<file path="config.mk">
export PLATFORM = sky130hd
export DESIGN_NAME = mag_comparator_serial
export DESIGN_NICKNAME = d
export VERILOG_FILES = /design/src/rtl/mag_comparator_serial.sv
export SDC_FILE = /design/constraint.sdc
export NUM_CORES = 1
export LEC_CHECK = 0
export ABC_CLOCK_PERIOD_IN_PS = 3900
export CORE_AREA = 4 4 56 58
export CTS_CLUSTER_SIZE = 14
export DETAILED_ROUTE_END_ITERATION = 8
export DIE_AREA = 0 0 60 62
export GPL_TIMING_DRIVEN = 0
export PLACE_DENSITY_LB_ADDON = 0.2
export SYNTH_ARGS = -nofsm -noshare
export SYNTH_HDL_FRONTEND = slang
export SYNTH_SLANG_ARGS = --single-unit
</file>
<file path="constraint.sdc">
create_clock -name clk -period 3.9 [get_ports clk]
set_input_delay 0.585 -clock clk [delete_from_list [all_inputs] [get_ports clk]]
set_output_delay 0.585 -clock clk [all_outputs]
set_load 0.01 [all_outputs]
</file>
<file path="src/rtl/mag_comparator_serial.sv">
// Serial magnitude comparator: walks A and B from the most significant digit,
// DIGIT_W bits per cycle, and stops at the first digit that differs.
module mag_comparator_serial #(
  parameter int unsigned WIDTH   = 8,
  parameter int unsigned DIGIT_W = 1,
  localparam int unsigned NUM_DIGITS = WIDTH / DIGIT_W,
  localparam int unsigned IDX_W      = (NUM_DIGITS > 1) ? $clog2(NUM_DIGITS) : 1
) (
  input  logic             clk,
  input  logic             rst_n,
  input  logic             start,
  input  logic             signed_mode,
  input  logic [WIDTH-1:0] a,
  input  logic [WIDTH-1:0] b,
  output logic             busy,
  output logic             done,
  output logic             gt,
  output logic             eq,
  output logic             lt,
  output logic [IDX_W-1:0] diff_idx
);

  // Flipping the sign bit of both operands maps two's complement onto unsigned order.
  localparam logic [WIDTH-1:0] MSB_MASK = WIDTH'(1) << (WIDTH - 1);

  typedef enum logic {S_IDLE, S_COMPARE} state_e;

  state_e             state_q, state_d;
  logic [WIDTH-1:0]   a_q, a_d, b_q, b_d;
  logic [IDX_W-1:0]   idx_q, idx_d;
  logic               busy_q, busy_d, done_q, done_d;
  logic               gt_q, gt_d, eq_q, eq_d, lt_q, lt_d;
  logic [IDX_W-1:0]   diff_idx_q, diff_idx_d;
  logic [DIGIT_W-1:0] a_dig, b_dig;

  assign a_dig = DIGIT_W'(a_q >> (32'(idx_q) * DIGIT_W));
  assign b_dig = DIGIT_W'(b_q >> (32'(idx_q) * DIGIT_W));

  // Next-state and output decode.
  always_comb begin
    state_d    = state_q;
    a_d        = a_q;
    b_d        = b_q;
    idx_d      = idx_q;
    busy_d     = busy_q;
    done_d     = 1'b0;
    gt_d       = gt_q;
    eq_d       = eq_q;
    lt_d       = lt_q;
    diff_idx_d = diff_idx_q;
    case (state_q)
      S_IDLE: begin
        if (start) begin
          a_d     = a ^ (signed_mode ? MSB_MASK : '0);
          b_d     = b ^ (signed_mode ? MSB_MASK : '0);
          idx_d   = IDX_W'(NUM_DIGITS - 1);
          busy_d  = 1'b1;
          gt_d    = 1'b0;
          eq_d    = 1'b0;
          lt_d    = 1'b0;
          state_d = S_COMPARE;
        end
      end
      S_COMPARE: begin
        if (a_dig != b_dig || idx_q == '0) begin
          gt_d       = (a_dig > b_dig);
          lt_d       = (a_dig < b_dig);
          eq_d       = (a_dig == b_dig);
          diff_idx_d = idx_q;
          done_d     = 1'b1;
          busy_d     = 1'b0;
          state_d    = S_IDLE;
        end else begin
          idx_d = idx_q - IDX_W'(1);
        end
      end
      default: state_d = S_IDLE;
    endcase
  end

  always_ff @(posedge clk or negedge rst_n) begin
    if (!rst_n) begin
      state_q    <= S_IDLE;
      a_q        <= '0;
      b_q        <= '0;
      idx_q      <= '0;
      busy_q     <= 1'b0;
      done_q     <= 1'b0;
      gt_q       <= 1'b0;
      eq_q       <= 1'b0;
      lt_q       <= 1'b0;
      diff_idx_q <= '0;
    end else begin
      state_q    <= state_d;
      a_q        <= a_d;
      b_q        <= b_d;
      idx_q      <= idx_d;
      busy_q     <= busy_d;
      done_q     <= done_d;
      gt_q       <= gt_d;
      eq_q       <= eq_d;
      lt_q       <= lt_d;
      diff_idx_q <= diff_idx_d;
    end
  end

  assign busy     = busy_q;
  assign done     = done_q;
  assign gt       = gt_q;
  assign eq       = eq_q;
  assign lt       = lt_q;
  assign diff_idx = diff_idx_q;

endmodule

</file>
Word level (Yosys, flattened, before mapping)
Index checks and enable logic that the tools add are counted.

word-level totals
  bits in registers = 28
  input port bits = 20
  output and inout bits = 8
  logic and storage cells = 48

operators by class
  $add $sub $neg = 1
  $lt $le $gt $ge = 2
  equality and inequality tests = 5
  shift-type cells = 2
  muxes and demuxes = 19
  bitwise logic cells = 3
  reductions and logical operators = 6

operators with widths
  cell                                                                     number
  8-bit by 3-bit >> shifter with 1-bit output                              2
  8-bit bitwise XOR                                                        2
  1-bit two-way mux                                                        10
  1-bit one-hot mux with 2 select lines                                    5
  8-bit two-way mux                                                        1
  2-bit AND reduction                                                      4
  3-bit two-way mux                                                        2
  3-bit one-hot mux with 2 select lines                                    1
  2-bit inequality test, second input constant                             2
  3-bit logical NOT                                                        1
  3-bit by 1-bit subtractor with 3-bit output, second input constant       1
  2-bit by 1-bit inequality test with 1-bit output, second input constant  1
  1-bit equality test                                                      1
  1-bit > comparator                                                       1
  1-bit logical OR                                                         1
  1-bit < comparator                                                       1
  1-bit inequality test                                                    1
  1-bit inverter                                                           1

Longest topological paths before layout
  depth after elaboration = 5
  gate-level depth with buffers = 8
  gate-level depth less buffers = 7

Worst setup path before layout
OpenSTA, ideal clock, no wires.

  kind = register to register
  start = reg idx_q[0]
  end = reg diff_idx_q[0] (netlist: diff_idx[0])
  library setup time = 0.125 ns
  arrival time = 2.104 ns
  data required time = 3.775 ns
  setup slack = 1.671 ns
  cell stages (with the launch flop) = 9
  path buffers = 2
  clock period less this slack = 2.229 ns
  cells stage by stage = dfrtp_1 buf_6 mux4_2 mux2i_2 inv_1 ha_1 a21bo_1 buf_6 mux2_4

on the way
  longest elaborated chain between the ends = 4
  elaborated cells between the ends (all ways) = 6
  classes of those cells = eq/ne (1); shift (2); reduce/logical (3)

ends and longest elaborated chain
  item                                                            line    text
  from (decl)                                                     30      logic [IDX_W-1:0] idx_q, idx_d;
  from (signal assigned)                                          97      idx_q <= idx_d;
  8-bit by 3-bit >> shifter with 1-bit output (on tied branches)  36, 37
  1-bit inequality test                                           65      if (a_dig != b_dig || idx_q == '0) begin
  1-bit logical OR                                                65
  2-bit AND reduction (no line)                                   -
  to (signal assigned)                                            103     diff_idx_q <= diff_idx_d;
  to (decl)                                                       33      logic [IDX_W-1:0] diff_idx_q, diff_idx_d;

Parallel ways exist; a longest one is shown, timed or not.
A chain may end at the register's enable or synchronous reset.

Worst setup path in the final report
  start = reg idx_q[0]
  end = reg lt_q (netlist: lt)

on the way
  longest elaborated chain between the ends = 5
  elaborated cells between the ends (all ways) = 10
  classes of those cells = order compare (1); eq/ne (2); shift (2); mux (2); reduce/logical (3)

ends and longest elaborated chain
  item                                                            line    text
  8-bit by 3-bit >> shifter with 1-bit output (on tied branches)  36, 37
  1-bit inequality test                                           65
  1-bit logical OR                                                65
  2-bit by 1-bit inequality test with 1-bit output (no line)      -
  2-bit AND reduction (no line)                                   -
  to (signal assigned)                                            102     lt_q <= lt_d;
  to (decl)                                                       32      logic gt_q, gt_d, eq_q, eq_d, lt_q, lt_d;

Parallel ways exist; a longest one is shown, timed or not. The select of a mux whose other input is x is not followed.

==> qor.yml <==
critPathKind: "reg -> reg"
detail-route-antenna-nets: 0
drt_pass1_iterations: 2
area.growth.synth_to_final_pct: 25.1
fillerInstances: 216
drt_iter0_drc: 9
antennaDiodeCount: 0
rsz0062_at_grt: "no"
grt_max_degree: 29
grt_pass1_vias: 899
grt_pass1_wl_microns: 4140
yosysSeqAreaShare_pct: 51.8
hold_viol_final: 0
syn_nets: 119
relSlewSlack_pct: 59.3
critPathCaptureType: "flop"
start_util_pct: 50.8
htree_num_levels: 1
power_density_nw_per_um2: 837
layout_commonest_cell: "dfrtp_1"
synthMuxAreaShare_pct: 27.7
synth_area_leaders: "dfrtp_1, mux2_1, mux2_4, mux4_2, ha_1"
layout_common_cells: "dfrtp_1, clkdlybuf4s50_1, mux2_1"
r2r_slack_ns: 1.50
synth-xor-area-share_pct: 1.29
ioPinCount: 28
final_util_pct: 63.6
pre_cts_ws_ns: 1.53
die_y_microns: 62
drv_slew: 0
clkLatencyLatePin_ns: 0.33
holdWs_ns: 0.243
clk_path_buf_depth: 2
worst-endpoint-required_ns: 4.14
period_minus_slack_ns: 2.40
synth_top_area_cell: "dfrtp_1"
overflow: 0
post-route-period-util_pct: 61.5
die_w_microns: 60
skew_ns: 0.00817
ys_ff_latch: 28
routedWlPerCell_microns: 15.3
cts_setup_buffers: 0
p_leak_nw: 0.766
synth_compound_area_share_pct: 4.16
startpoint_type: "flop"
layout_setup_ws_ns: 1.50
io_buffers: 27
antenna_found_initial: 0
ctsHoldBuffers: 0
cts-root-buf: "clkbuf_4"
ir_worst_vdd_uv: 591
drc: 0
synth-simple-area-share_pct: 6.75
reg2reg_to: "lt"
wirelength_microns: 2410
critPathMaxFanout: 8
clock-sinks: 28
seqCellArea_sq_um: 701
status: "complete, no violations"
synth_top_family_by_area: "multiplexers"
finalSetupViolations: 0
max_freq_mhz: 417
syn_avg_cell_area_sq_um: 14.3
track_usage_pct: 15.6
synthesis.area_sq_um: 1350
fin_tns_setup_ns: 0
drive_gt1_share_pct: 22.2
synth_cell_types: 29
worst_pin_slew_ns: 0.611
nNetsFinal: 151
synth_top_area_share_pct: 51.8
max_cap_viol_count: 0
cts-resized-gates: 0
multiInputGateArea_sq_um: 591
synth_fa_ha_area_share_pct: 3.70
core_sq_um: 2660
ff2ff_path_depth: 8
yosysWarnings: 0
cts_tree: "done"
rows: 19
route.vias.total: 820
synthCells: 95
die_area_sq_um: 3720
path_clk_slew_ns: 0.16
vias_per_cell: 5.22
placed_area_sq_um: 1660
stdcell_area_sq_um: 1690
hpwl_microns: 1750
worst_ep_arrival_time_ns: 2.63
reg2reg_from: "idx_q[0]"
gp_congestion: 0.688
cts-buffers-inserted: 3
hold_path_class: "in -> async"
## state kept, by name, indices dropped and copies added, names as in the netlist
signal	count
a_q	8
b_q	8
diff_idx	3
idx_q	3
busy	1
done	1
eq	1
gt	1
lt	1
state_q	1
## synthesized netlist by cell type
master and n:
mux2i_1 1, a2bb2oi_1 1, a21o_1 1, a21bo_1 1, buf_6 3, inv_2 1
xnor2_1 2, nand3b_1 1, nand2b_4 1, nand3_1 1, mux2_1 12, dfrtp_1 28
inv_1 4, mux2i_2 2, nor2b_1 3, o21ai_0 1, mux2_2 2, a31oi_1 1
a21o_2 1, nand2_1 2, ha_1 4, a21oi_1 2, mux4_2 4, nor3_1 1
nor2_1 5, nor2b_2 1, mux2_4 6, nand2b_1 1, buf_2 2
## critical path: stages (launching register included)
cell and delay [ns]:
dfrtp_1 0.37, buf_6 0.15, mux4_2 0.52, mux2i_2 0.20
inv_1 0.06, ha_1 0.36, a21bo_1 0.21, buf_6 0.14
mux2_4 0.29
## stage by stage
step                total power, mW  instances
floorplan                      1.08         95
global placement               1.24        153
detailed placement             1.28        153
CTS                            1.44        157
global route                   1.53        157
finish                         1.42        157
## per-layer routing
layer	routed length, microns	vias to the layer above	share of wire (%)	track usage (%)
li1	-	390	-	-
met1	988	411	41	18.0
met2	1280	17	53	28.5
met3	124	2	5.2	2.69
met4	16	0	0.66	6.65
met5	0	-	0	0
## cell type report
type | count | area share [%]
Sequential cell | 28 | 41.4
Buffer | 5 | 2.58
Multi-Input combinational cell | 57 | 34.9
Clock buffer | 4 | 2.14
Timing Repair Buffer | 27 | 15.7
Inverter | 5 | 1.11
Tap cell | 31 | 2.29
## worst max path at each step
stage | start | endpoint | depth (start not counted)
5_1_grt | idx_q[0] | gt | 8
3_5_place_dp | idx_q[0] | lt | 8
3_3_place_gp | idx_q[0] | diff_idx[2] | 8
4_1_cts | idx_q[0] | lt | 8
6_report | idx_q[0] | lt | 8
2_1_floorplan | idx_q[0] | diff_idx[0] | 8
## logic make-up (layout without fill, tap and decap cells)
kind of cell,Yosys count,in the layout
buffers and inverters,10,41
AO/OA/AOI/OAI,8,8
XOR/XNOR,2,2
AND/OR/NAND/NOR,16,16
multiplexers,27,27
adder cells (fa/ha/maj),4,4
flip-flops,28,28
## where the power goes
group          switching (mW)  internal, mW  leakage, nW
sequential             0.0790         0.428        0.322
combinational           0.319         0.449        0.423
clock                  0.0865        0.0571       0.0210
Power figures use the tool's default switching activity.
